--- config.mk ---
export PLATFORM = sky130hd
export DESIGN_NAME = puf_meas_ctrl
export DESIGN_NICKNAME = d
export VERILOG_FILES = /design/src/rtl/puf_meas_ctrl.sv
export SDC_FILE = /design/constraint.sdc
export NUM_CORES = 1
export LEC_CHECK = 0
export ABC_AREA = 1
export BUFFER_PORTS_ARGS = -buffer_cell sky130_fd_sc_hd__buf_4
export CORE_MARGIN = 2
export CORE_UTILIZATION = 30
export CTS_CLUSTER_SIZE = 40
export DETAILED_ROUTE_END_ITERATION = 8
export GPL_TIMING_DRIVEN = 1
export SLEW_MARGIN = 25
export SYNTH_ARGS = -nofsm -noshare
export SYNTH_HDL_FRONTEND = slang
export SYNTH_SLANG_ARGS = --single-unit
--- constraint.sdc ---
create_clock -name clk -period 1.5 [get_ports clk]
set_input_delay 0.3 -clock clk [delete_from_list [all_inputs] [get_ports clk]]
set_output_delay 0.3 -clock clk [all_outputs]
set_load 0.01 [all_outputs]
--- src/rtl/puf_meas_ctrl.sv ---
// puf_meas_ctrl: measurement sequencer for the ring-oscillator PUF.
// Per pair: clear counters, run the RO window, settle, compare counts and store one bit.
module puf_meas_ctrl #(
  parameter int unsigned CNT_BIT_SIZE = 5,
  parameter int unsigned N_BITS       = 8,
  parameter int unsigned WIN_CYCLES   = 64,
  parameter int unsigned GUARD_CYCLES = 4,
  localparam int unsigned IDX_W       = ($clog2(N_BITS) > 1) ? $clog2(N_BITS) : 1
) (
  input  logic                    clk,
  input  logic                    rst_n,
  input  logic                    i_start,
  input  logic                    i_abort,
  input  logic                    i_valid_a,
  input  logic                    i_valid_b,
  input  logic [CNT_BIT_SIZE-1:0] i_count_a,
  input  logic [CNT_BIT_SIZE-1:0] i_count_b,
  output logic                    o_ro_en,
  output logic                    o_cnt_rst_n,
  output logic [IDX_W-1:0]        o_pair_idx,
  output logic                    o_busy,
  output logic                    o_done,
  output logic                    o_resp_valid,
  output logic [N_BITS-1:0]       o_response,
  output logic                    o_tie
);

  localparam int unsigned WIN_W = $clog2(WIN_CYCLES + 1);
  localparam int unsigned GRD_W = $clog2(GUARD_CYCLES + 1);

  typedef enum logic [2:0] {
    ST_IDLE    = 3'd0,
    ST_CLEAR   = 3'd1,
    ST_RUN     = 3'd2,
    ST_GUARD   = 3'd3,
    ST_CAPTURE = 3'd4,
    ST_NEXT    = 3'd5,
    ST_DONE    = 3'd6
  } state_e;

  state_e              state_q, state_d;
  logic [IDX_W-1:0]    pair_idx_q, pair_idx_d;
  logic [N_BITS-1:0]   response_q, response_d;
  logic                tie_q, tie_d;
  logic                resp_valid_q, resp_valid_d;
  logic                ro_en_q, ro_en_d;
  logic                cnt_rst_n_q, cnt_rst_n_d;
  logic                busy_q, busy_d;
  logic                done_q, done_d;
  logic [WIN_W-1:0]    win_cnt_q, win_cnt_d;
  logic [GRD_W-1:0]    grd_cnt_q, grd_cnt_d;
  logic                clr_cnt_q, clr_cnt_d;
  logic [1:0]          sync_a_q, sync_a_d;
  logic [1:0]          sync_b_q, sync_b_d;

  // Next-state, datapath updates and registered-output values
  always_comb begin
    state_d      = state_q;
    pair_idx_d   = pair_idx_q;
    response_d   = response_q;
    tie_d        = tie_q;
    resp_valid_d = resp_valid_q;
    win_cnt_d    = '0;
    grd_cnt_d    = '0;
    clr_cnt_d    = 1'b0;
    sync_a_d     = {sync_a_q[0], i_valid_a};
    sync_b_d     = {sync_b_q[0], i_valid_b};

    case (state_q)
      ST_IDLE: begin
        if (i_start) begin
          pair_idx_d   = '0;
          response_d   = '0;
          tie_d        = 1'b0;
          resp_valid_d = 1'b0;
          state_d      = ST_CLEAR;
        end
      end
      ST_CLEAR: begin
        if (clr_cnt_q) state_d = ST_RUN;
        else           clr_cnt_d = 1'b1;
      end
      ST_RUN: begin
        win_cnt_d = win_cnt_q + WIN_W'(1);
        // Window expiry or both counters reporting complete ends the window
        if ((win_cnt_q == WIN_W'(WIN_CYCLES - 1)) || (sync_a_q[1] && sync_b_q[1])) begin
          state_d = ST_GUARD;
        end
      end
      ST_GUARD: begin
        grd_cnt_d = grd_cnt_q + GRD_W'(1);
        if (grd_cnt_q == GRD_W'(GUARD_CYCLES - 1)) state_d = ST_CAPTURE;
      end
      ST_CAPTURE: begin
        response_d[pair_idx_q] = (i_count_a > i_count_b);
        tie_d                  = tie_q | (i_count_a == i_count_b);
        state_d                = ST_NEXT;
      end
      ST_NEXT: begin
        if (pair_idx_q == IDX_W'(N_BITS - 1)) begin
          resp_valid_d = 1'b1;
          state_d      = ST_DONE;
        end else begin
          pair_idx_d = pair_idx_q + IDX_W'(1);
          state_d    = ST_CLEAR;
        end
      end
      ST_DONE: state_d = ST_IDLE;
      default: state_d = ST_IDLE;
    endcase

    // Abort overrides everything; partial response, tie and index are kept
    if (i_abort) begin
      state_d      = ST_IDLE;
      pair_idx_d   = pair_idx_q;
      response_d   = response_q;
      tie_d        = tie_q;
      resp_valid_d = 1'b0;
      win_cnt_d    = '0;
      grd_cnt_d    = '0;
      clr_cnt_d    = 1'b0;
    end

    ro_en_d     = (state_d == ST_RUN);
    cnt_rst_n_d = (state_d != ST_CLEAR);
    busy_d      = (state_d != ST_IDLE);
    done_d      = (state_d == ST_DONE);
  end

  // State, counters, synchronizers and output registers
  always_ff @(posedge clk or negedge rst_n) begin
    if (!rst_n) begin
      state_q      <= ST_IDLE;
      pair_idx_q   <= '0;
      response_q   <= '0;
      tie_q        <= 1'b0;
      resp_valid_q <= 1'b0;
      ro_en_q      <= 1'b0;
      cnt_rst_n_q  <= 1'b0;
      busy_q       <= 1'b0;
      done_q       <= 1'b0;
      win_cnt_q    <= '0;
      grd_cnt_q    <= '0;
      clr_cnt_q    <= 1'b0;
      sync_a_q     <= '0;
      sync_b_q     <= '0;
    end else begin
      state_q      <= state_d;
      pair_idx_q   <= pair_idx_d;
      response_q   <= response_d;
      tie_q        <= tie_d;
      resp_valid_q <= resp_valid_d;
      ro_en_q      <= ro_en_d;
      cnt_rst_n_q  <= cnt_rst_n_d;
      busy_q       <= busy_d;
      done_q       <= done_d;
      win_cnt_q    <= win_cnt_d;
      grd_cnt_q    <= grd_cnt_d;
      clr_cnt_q    <= clr_cnt_d;
      sync_a_q     <= sync_a_d;
      sync_b_q     <= sync_b_d;
    end
  end

  assign o_ro_en      = ro_en_q;
  assign o_cnt_rst_n  = cnt_rst_n_q;
  assign o_pair_idx   = pair_idx_q;
  assign o_busy       = busy_q;
  assign o_done       = done_q;
  assign o_resp_valid = resp_valid_q;
  assign o_response   = response_q;
  assign o_tie        = tie_q;

endmodule
* Yosys cells after proc, flatten, opt, wreduce, memory -nomap -nowiden
Cells that the tools add are included.
** Operators by class
- Add/sub/neg operators :: 3
- $lt $le $gt $ge :: 3
- Eq/ne operators :: 16
- Muxes and demuxes :: 27
- Bitwise logic cells :: 2
- Reductions and logical operators :: 11
** Operator list (number)
- two-way mux 3 bit :: 10
- case mux 3 bit (6 select lines) :: 1
- case mux 8 bit (2 select lines) :: 1
- two-way mux 7 bit :: 2
- equality test 3 x 2 -> 1 bit (second input constant) :: 4
- equality test 3 bit (second input constant) :: 4
- bitwise mux 8 bit :: 1
- two-way mux 8 bit :: 1
- adder 7 x 1 -> 7 bit (second input constant) :: 1
- equality test 7 x 6 -> 1 bit (second input constant) :: 1
- two-way mux 1 bit :: 7
- adder 3 x 1 -> 3 bit (second input constant) :: 2
- inequality test 3 bit (second input constant) :: 2
- case mux 3 bit (2 select lines) :: 1
- AND reduction 3 bit :: 2
- nonzero test 3 bit :: 2
- equality test 5 bit :: 1
- > comparator 5 bit :: 1
- < comparator 3 x 4 -> 1 bit (second input constant) :: 1
- inequality test 2 bit (second input constant) :: 2
- case mux 1 bit (2 select lines) :: 2
- AND reduction 4 bit :: 1
- nonzero test 2 bit :: 2
- demux 1 bit (select 3 bit) :: 1
- 8 further kinds :: 9
** Word-level totals
- Flip-flop bits (word level) :: 35
- Input port bits :: 16
- Output and inout port bits :: 17
- Logic and storage cells :: 76

* Longest topological paths before layout
Gate-level depths: netlist (run 1).
- Depth after elaboration :: 6
- Depth in mapped cells :: 9
- Depth with buffers taken out :: 9

* Worst setup path before layout (run 1)
Ideal clock, no wire load.
- Kind :: register to register
- Start point :: reg pair_idx_q[0] (netlist: o_pair_idx[0])
- End point :: reg busy_q (netlist: o_busy)
- Setup time :: 0.119 ns
- Arrival :: 1.362 ns
- Data required time :: 1.381 ns
- Setup slack :: 0.019 ns
- Cell stages (with the launch flop) :: 9
- Path buffers :: 0
- Clock period less this slack :: 1.481 ns
- Path through :: dfrtp_1 -> ha_1 -> ha_1 -> nand4_2 -> nand3_1 -> nand2_1 -> inv_2 -> nor2_1 -> nand2_1
** Between the ends
- Word-level cells in the longest chain between the ends :: 5
** Ends and longest elaborated chain
- start: declaration :: line 42 : logic [IDX_W-1:0] pair_idx_q, pair_idx_d;
- start signal: assignment :: line 149 : pair_idx_q <= pair_idx_d;
- equality test 3 bit :: line 100 : if (pair_idx_q == IDX_W'(N_BITS - 1)) begin
- two-way mux 3 bit :: line 100
- case mux 3 bit (6 select lines) :: line 69 : case (state_q)
- two-way mux 3 bit :: line 113 : if (i_abort) begin
- net state_d[1] :: line 41 : state_e state_q, state_d;
- nonzero test 3 bit :: line 126 : busy_d = (state_d != ST_IDLE);
- net busy_d :: line 48 : logic busy_q, busy_d;
- end signal: assignment :: line 155 : busy_q <= busy_d;
- end: declaration :: line 48
The timed path passes the listed nets, and every way through them passes these cells.
A chain may end at the register's enable or synchronous reset.

* Worst setup path in the final report (run 1)
- Start point :: reg pair_idx_q[0] (netlist: o_pair_idx[0])
- End point :: reg cnt_rst_n_q (netlist: o_cnt_rst_n)
** Between the ends
- Word-level cells in the longest chain between the ends :: 5
** Ends and longest elaborated chain
- equality test 3 bit :: line 100
- two-way mux 3 bit :: line 100
- case mux 3 bit (6 select lines) :: line 69
- two-way mux 3 bit :: line 113
- net state_d[0] :: line 41
- inequality test 3 x 1 -> 1 bit :: line 125 : cnt_rst_n_d = (state_d != ST_CLEAR);
- net cnt_rst_n_d :: line 47 : logic cnt_rst_n_q, cnt_rst_n_d;
- end signal: assignment :: line 154 : cnt_rst_n_q <= cnt_rst_n_d;
- end: declaration :: line 47
The timed path passes the listed nets, and every way through them passes these cells.

==> out/results.txt, run 1 <==
Status -> finished clean
Crit end category -> flip-flop
Insertion delay to the later sink of the worst-skew pair -> 0.29 ns
Die X-Extent -> 82.1 µm
I/O pin cnt -> 33
Largest net degree at the start of global routing -> 36
Clock skew after layout -> 0.00755 ns
Layout cells sized above 1 -> 26.8%
Max transition margin -> 70.4%
Fill cell count -> 613
Vias in the first global route -> 1375
WP data required -> 1.68 ns
Top cell type by total area after synthesis -> dfrtp_1
Net Count, Synth -> 248
RSZ-0062 raised after global routing -> no
DR pass1 iterations -> 4
Clock root buffer -> clkbuf_8
Via count -> 1498
Final ANT Viol Nets -> 0
CP arrival -> 1.56 ns
CTS Buffer Depth -> 2
Final Critical Period -> 1.38 ns
Crit-path max FO -> 3
Highest clock rate -> 727 MHz
GPL Wtd Cong -> 0.758
Site Rows -> 28
HP Class -> in2reg
CP Launch Type -> flip-flop
Worst vdd ir -> 0.351 mV
Post-route design area -> 0.00232 mm²
Area delta synth->final -> 26.8%
Cells on Worst Hold Path -> 1
Initial core utilization -> 30.9%
Final Cycle Share -> 91.8%
Area of the core -> 0.00592 mm²
Die ar. -> 0.00674 mm²
Worst hold start -> i_valid_b
Worst R2R Start -> o_pair_idx[0]$_DFFE_PN0P_
Synthesized area -> 0.00183 mm²
Synth Register Bits -> 35
Top cell type's share of synthesized area -> 47.9%
Cell count after synthesis -> 222
Clock-pin slew on the worst setup and hold paths -> 0.08 ns
Cell Area, Placed -> 0.00217 mm²
Commonest cells post-synth -> nand2_1 (67), dfrtp_1 (35), nor2_1 (28)
Final Hold Vio Count -> 0
Top delay family on crit path -> flip-flops
CTS H-tree lvls -> 2
Detailed placement HPWL -> 2640 µm
CTS tree -> yes
Drt via density -> 4.41
Static leakage -> 1.22 nW
First-pass GRT wire length -> 6090 µm
Post-detailed-route wirelength per cell -> 10.3 µm
Antenna cells -> 0
# clock sinks -> 35
Yosys warns -> 0
Sequential share of the synthesized area -> 47.9%
Main synth FF type -> dfrtp_1
Area occupied by multi-input gates -> 840 µm²
Critical path depth -> 8
Starting DRT DRC Count -> 87
Die height -> 82.1 µm
Syn Area/Cell -> 8.24 µm²
Total negative slack -> 0 ns
Reg2Reg Depth -> 8
Slack of the worst reg-to-reg path -> 0.12 ns
Remaining Overflow, GRT -> 0
Worst Tran Pin Value -> 0.444 ns
Bufs and invs on worst path -> 1
Register area -> 878 µm²
Antenna violations before repair -> 0
Cell breakdown of the critical path -> ha_2, ha_4, inv_1, nand4_1, nand2_1, nor2_2, a21oi_2, nand2_1
Port buffer count -> 32
Most common cell in the synthesized netlist -> nand2_1
Dominant cells by area after synthesis -> dfrtp_1 (48%), nand2_1 (14%), ha_1 (6.8%), nor2_1 (5.7%), nand3_1 (5.2%)
Post-CTS Setup Bufs -> 0
Hold_ws -> 0.109 ns
Cell mode on critical path -> nand2_1
# DRC -> 0
PwrDens -> 878 mW/mm²
Crit. Startpoint -> o_pair_idx[0]$_DFFE_PN0P_
Count of final setup violators -> 0
Net count, final -> 290
Post-Route WL -> 3510 µm
CTS Buf Count -> 5
Critical setup path kind -> reg2reg
Synth async-reset ratio -> 100%
Number of synthesized flops with an enable pin -> 0
Global Route Usage Sum -> 11.8%
Pins over their slew limit -> 0
Count of cell types in the netlist -> 29
Critical-path top delay cell -> dfrtp_1
Crit-path max cell delay -> 0.39 ns
Max_cap viols -> 0
metal layers:
metal | share of wire, % | global-route usage (%) | vias to the layer above
met5 | 0 | 0 | -
met4 | 2.2 | 6.50 | 0
met3 | 5.3 | 2.97 | 5
met2 | 45 | 17.6 | 27
met1 | 47 | 15.6 | 671
li1 | - | - | 795
repair_timing:
item                                   CTS  global route
endpoints found under the hold margin   35             0
setup endpoints to repair                0             8
hold buffers                             1             0
gates resized for setup                  0             6
flip-flops by register name, summed over array words and instances, names as in the netlist, 2 cells and up:
name	cells
sync_a_q	2
win_cnt_q	7
grd_cnt_q	3
state_q	3
o_pair_idx	3
sync_b_q	2
o_response	8
cells in the final DEF, fill, tap and decap left out, types with 2 or more instances in the layout:
cell type	instances
inv_2	5
inv_1	21
nor2_4	2
nand4_1	3
buf_4	37
nand2_2	3
a21oi_1	4
nor2_1	28
nor2_2	3
nor3b_1	2
ha_1	8
clkbuf_8	5
nor3_1	4
nand2_1	66
nand3_1	19
dfrtp_1	33
nor3_2	2
dfrtp_2	2
power by group:
part           internal (mW)  switching (mW)  total, mW
Sequential             0.963          0.0160      0.979
Combinational         0.0755           0.111      0.187
Clock                  0.503           0.367      0.871
kinds of logic (layout without fill, tap and decap cells):
kind of cell    Yosys count  count (layout)  synth area share [%]
simple gates            135             135                  33.5
flops                    35              35                  47.9
buf+inv                  30              73                  7.18
compound gates           11              11                  4.10
fa+ha+maj                10              10                  6.84
xor+xnor                  1               1                 0.479
final timing paths:
path | endpoint
worst max register to register | o_cnt_rst_n$_DFF_PN0_
worst max-delay path | o_cnt_rst_n$_DFF_PN0_
worst min register to register | sync_b_q[1]$_DFF_PN0_
min in group asynchronous | win_cnt_q[1]$_DFF_PN0_
worst min-delay path | sync_b_q[0]$_DFF_PN0_
max in group asynchronous | state_q[0]$_DFF_PN0_
cell type report:
type	instances	area share, %
Sequential cell	35	37.9
Multi-Input combinational cell	157	36.2
Inverter	27	4.48
Timing Repair Buffer	38	12.4
Clock inverter	3	2.05
Tap cell	75	4.05
Clock buffer	5	2.97
through the flow:
step	cells	util [%]	worst slack [ns]	power (mW)
floorplan	222	-	0.0191	1.10
global placement	331	36.7	0.0309	1.18
detailed placement	331	36.7	-0.0100	1.18
CTS	340	38.8	0.0448	2.07
global route	340	39.2	0.0205	2.15
finish	340	39.2	0.124	2.04
No activity file was read; power rests on OpenSTA's default activity.
==> inputs of run 2 (changes only) <==
--- a/config.mk
+++ b/config.mk
@@ -8,10 +8,12 @@
 export ABC_AREA = 1
 export BUFFER_PORTS_ARGS = -buffer_cell sky130_fd_sc_hd__buf_4
 export CORE_MARGIN = 2
-export CORE_UTILIZATION = 30
+export CORE_UTILIZATION = 49
 export CTS_CLUSTER_SIZE = 40
 export DETAILED_ROUTE_END_ITERATION = 8
 export GPL_TIMING_DRIVEN = 1
+export PLACE_DENSITY = 0.74
+export SKIP_LAST_GASP = 1
 export SLEW_MARGIN = 25
 export SYNTH_ARGS = -nofsm -noshare
 export SYNTH_HDL_FRONTEND = slang
==> run 2 against run 1 <==
Net effect:
- count of clock-buffer cells in the layout grew 1
- critical path depth down 1
- combinational power is 9% higher
- first-iteration DRC count up 59%
- largest power group unchanged
- critical path type unchanged
- largest cell class unchanged
- wire length decreased by 2.4%
- final area is 1.6% lower
- sequential cell count stayed put
==> out/results.txt, run 2 (same netlist as run 1, synthesis figures left out) <==
Max reg flops -> 8
Worst hold start -> i_valid_b
Die ar. -> 0.00424 mm²
Critical-path top delay cell -> dfrtp_1
Remaining Overflow, GRT -> 0
CTS Buf Count -> 5
Tot Pwr -> 1.85 mW
Area of the core -> 0.00363 mm²
Most common cell after layout, fill and taps aside -> nand2_1
Final Critical Period -> 1.43 ns
First-pass GRT wire length -> 6150 µm
Pint -> 1.41 mW
Layout cells sized above 1 -> 27.4%
Via count -> 1530
Initial core utilization -> 50.3%
# DRC -> 0
CTS Buffer Depth -> 2
Final Hold Vio Count -> 0
Largest net degree at the start of global routing -> 36
Slack of the worst reg-to-reg path -> 0.07 ns
RSZ-0062 raised after global routing -> yes
Clock root buffer -> clkbuf_8
I/O pin cnt -> 33
Cell breakdown of the critical path -> ha_1, ha_2, inv_1, nand4_1, nor2_1, nand2_1, nand2_1
Final ANT Viol Nets -> 0
Cells on Worst Hold Path -> 1
CP Launch Type -> flip-flop
Top delay family on crit path -> simple AND/OR/NAND/NOR gates
Vias in the first global route -> 1466
Bufs and invs on worst path -> 1
Net count, final -> 292
Pins over their slew limit -> 0
Port buffer count -> 32
Post-detailed-route wirelength per cell -> 10.9 µm
Count of final setup violators -> 0
Detailed placement HPWL -> 2440 µm
Reg2reg end -> o_pair_idx[2]$_DFFE_PN0P_
Post-Route WL -> 3430 µm
Global Route Usage Sum -> 18.4%
Combinational share of power -> 11.0%
CTS tree -> yes
# clock sinks -> 35
DR pass1 iterations -> 4
PwrDens -> 810 mW/mm²
Site Rows -> 22
Hold Path End -> sync_b_q[0]$_DFF_PN0_
Static leakage -> 1.21 nW
Worst Tran Pin Value -> 0.427 ns
Sw frac -> 23.8%
HP Class -> in2reg
Worst R2R Start -> o_pair_idx[0]$_DFFE_PN0P_
Status -> finished clean
Flop pwr share -> 52.9%
CTS H-tree lvls -> 2
Final Cycle Share -> 95.0%
Critical path depth -> 7
WP data required -> 1.72 ns
GPL Wtd Cong -> 0.870
Worst vdd ir -> 0.671 mV
Finished Core Util -> 62.8%
Clock Power Share -> 36.1%
Insertion delay to the later sink of the worst-skew pair -> 0.28 ns
Max transition margin -> 71.6%
Reg2Reg Depth -> 7
Die height -> 65.1 µm
Area delta synth->final -> 24.8%
Starting DRT DRC Count -> 138
Cell mode on critical path -> nand2_1
Drt via density -> 4.87
CP arrival -> 1.65 ns
Most frequent cells in the layout -> nand2_1 (66), buf_4 (39), dfrtp_1 (33), nor2_1 (27), inv_1 (21)
Clock skew after layout -> 0.00442 ns
Crit-path max FO -> 3
Max_cap viols -> 0
Critical setup path kind -> reg2reg
Crit end category -> flip-flop
NetSw -> 0.440 mW
Clock-pin slew on the worst setup and hold paths -> 0.07 ns
Crit-path max cell delay -> 0.39 ns
Antenna cells -> 0
Antenna violations before repair -> 0
Die X-Extent -> 65.1 µm
Highest clock rate -> 702 MHz
==> run 2: worst register-to-register path, delay by kind of cell, from the launching register on <==
kind | cells | cell delay, ns
AND/OR/NAND/NOR | 4 | 0.51
flip-flops | 1 | 0.39
buffers and inverters | 1 | 0.06
adder cells (fa/ha/maj) | 2 | 0.41
==> run 2: power by group through the flow <==
stage	clock [mW]	combinational, mW	sequential [mW]
final	0.668	0.203	0.979
after global routing	0.726	0.232	0.980
after CTS	0.693	0.189	0.979
after detailed placement	0	0.186	0.996
after global placement	0	0.185	0.996
after floorplan	0	0.113	0.992
==> run 2: routing by layer <==
layer  vias to the layer above  wire [µm]  track usage (%)
met4                         0         41             6.51
met2                        50       1560             28.9
met1                       684       1590             24.8
met3                         6        234             5.14
li1                        790          -                -
met5                         -          0                0
==> run 2: cell type report <==
cell class / count / area [µm²]
Inverter: 27 / 104
Timing Repair Buffer: 40 / 303
Tap cell: 48 / 60.1
Clock inverter: 1 / 5.00
Sequential cell: 35 / 878
Multi-Input combinational cell: 157 / 851
Fill cell: 325 / 1350
Clock buffer: 6 / 82.6
==> run 2: how the worst max path moves through the flow <==
stage                              startpoint                   endpoint
floorplan           o_pair_idx[0]$_DFFE_PN0P_           o_busy$_DFF_PN0_
global placement                 i_count_a[4]  o_response[4]$_DFFE_PN0P_
detailed placement  o_pair_idx[0]$_DFFE_PN0P_           o_busy$_DFF_PN0_
CTS                 o_pair_idx[0]$_DFFE_PN0P_           o_busy$_DFF_PN0_
global route             state_q[1]$_DFF_PN0_  o_pair_idx[1]$_DFFE_PN0P_
finish              o_pair_idx[0]$_DFFE_PN0P_  o_pair_idx[2]$_DFFE_PN0P_
==> run 2: metrics by stage <==
| step | TNS [ns] | hold WS, ns | setup slack, ns | cells | cell area [µm²] |
|---|---|---|---|---|---|
| floorplan | 0 | 0.00441 | 0.0191 | 222 | 1830 |
| global route | -0.000583 | 0.108 | -0.000583 | 314 | 2280 |
| detailed placement | 0 | 0.278 | 0.0177 | 302 | 2120 |
| finish | 0 | 0.124 | 0.0749 | 314 | 2280 |
| global placement | 0 | 0.276 | 0.0286 | 302 | 2120 |
| CTS | 0 | 0.116 | 0.00580 | 310 | 2220 |
==> run 2: timing repair <==
action / 4_1_cts / 5_1_grt
endpoints found under the hold margin: 35 / 0
hold buffers: 1 / 0
buffers inserted: 0 / 4
gates resized for setup: 0 / 8
setup endpoints to repair: 0 / 6
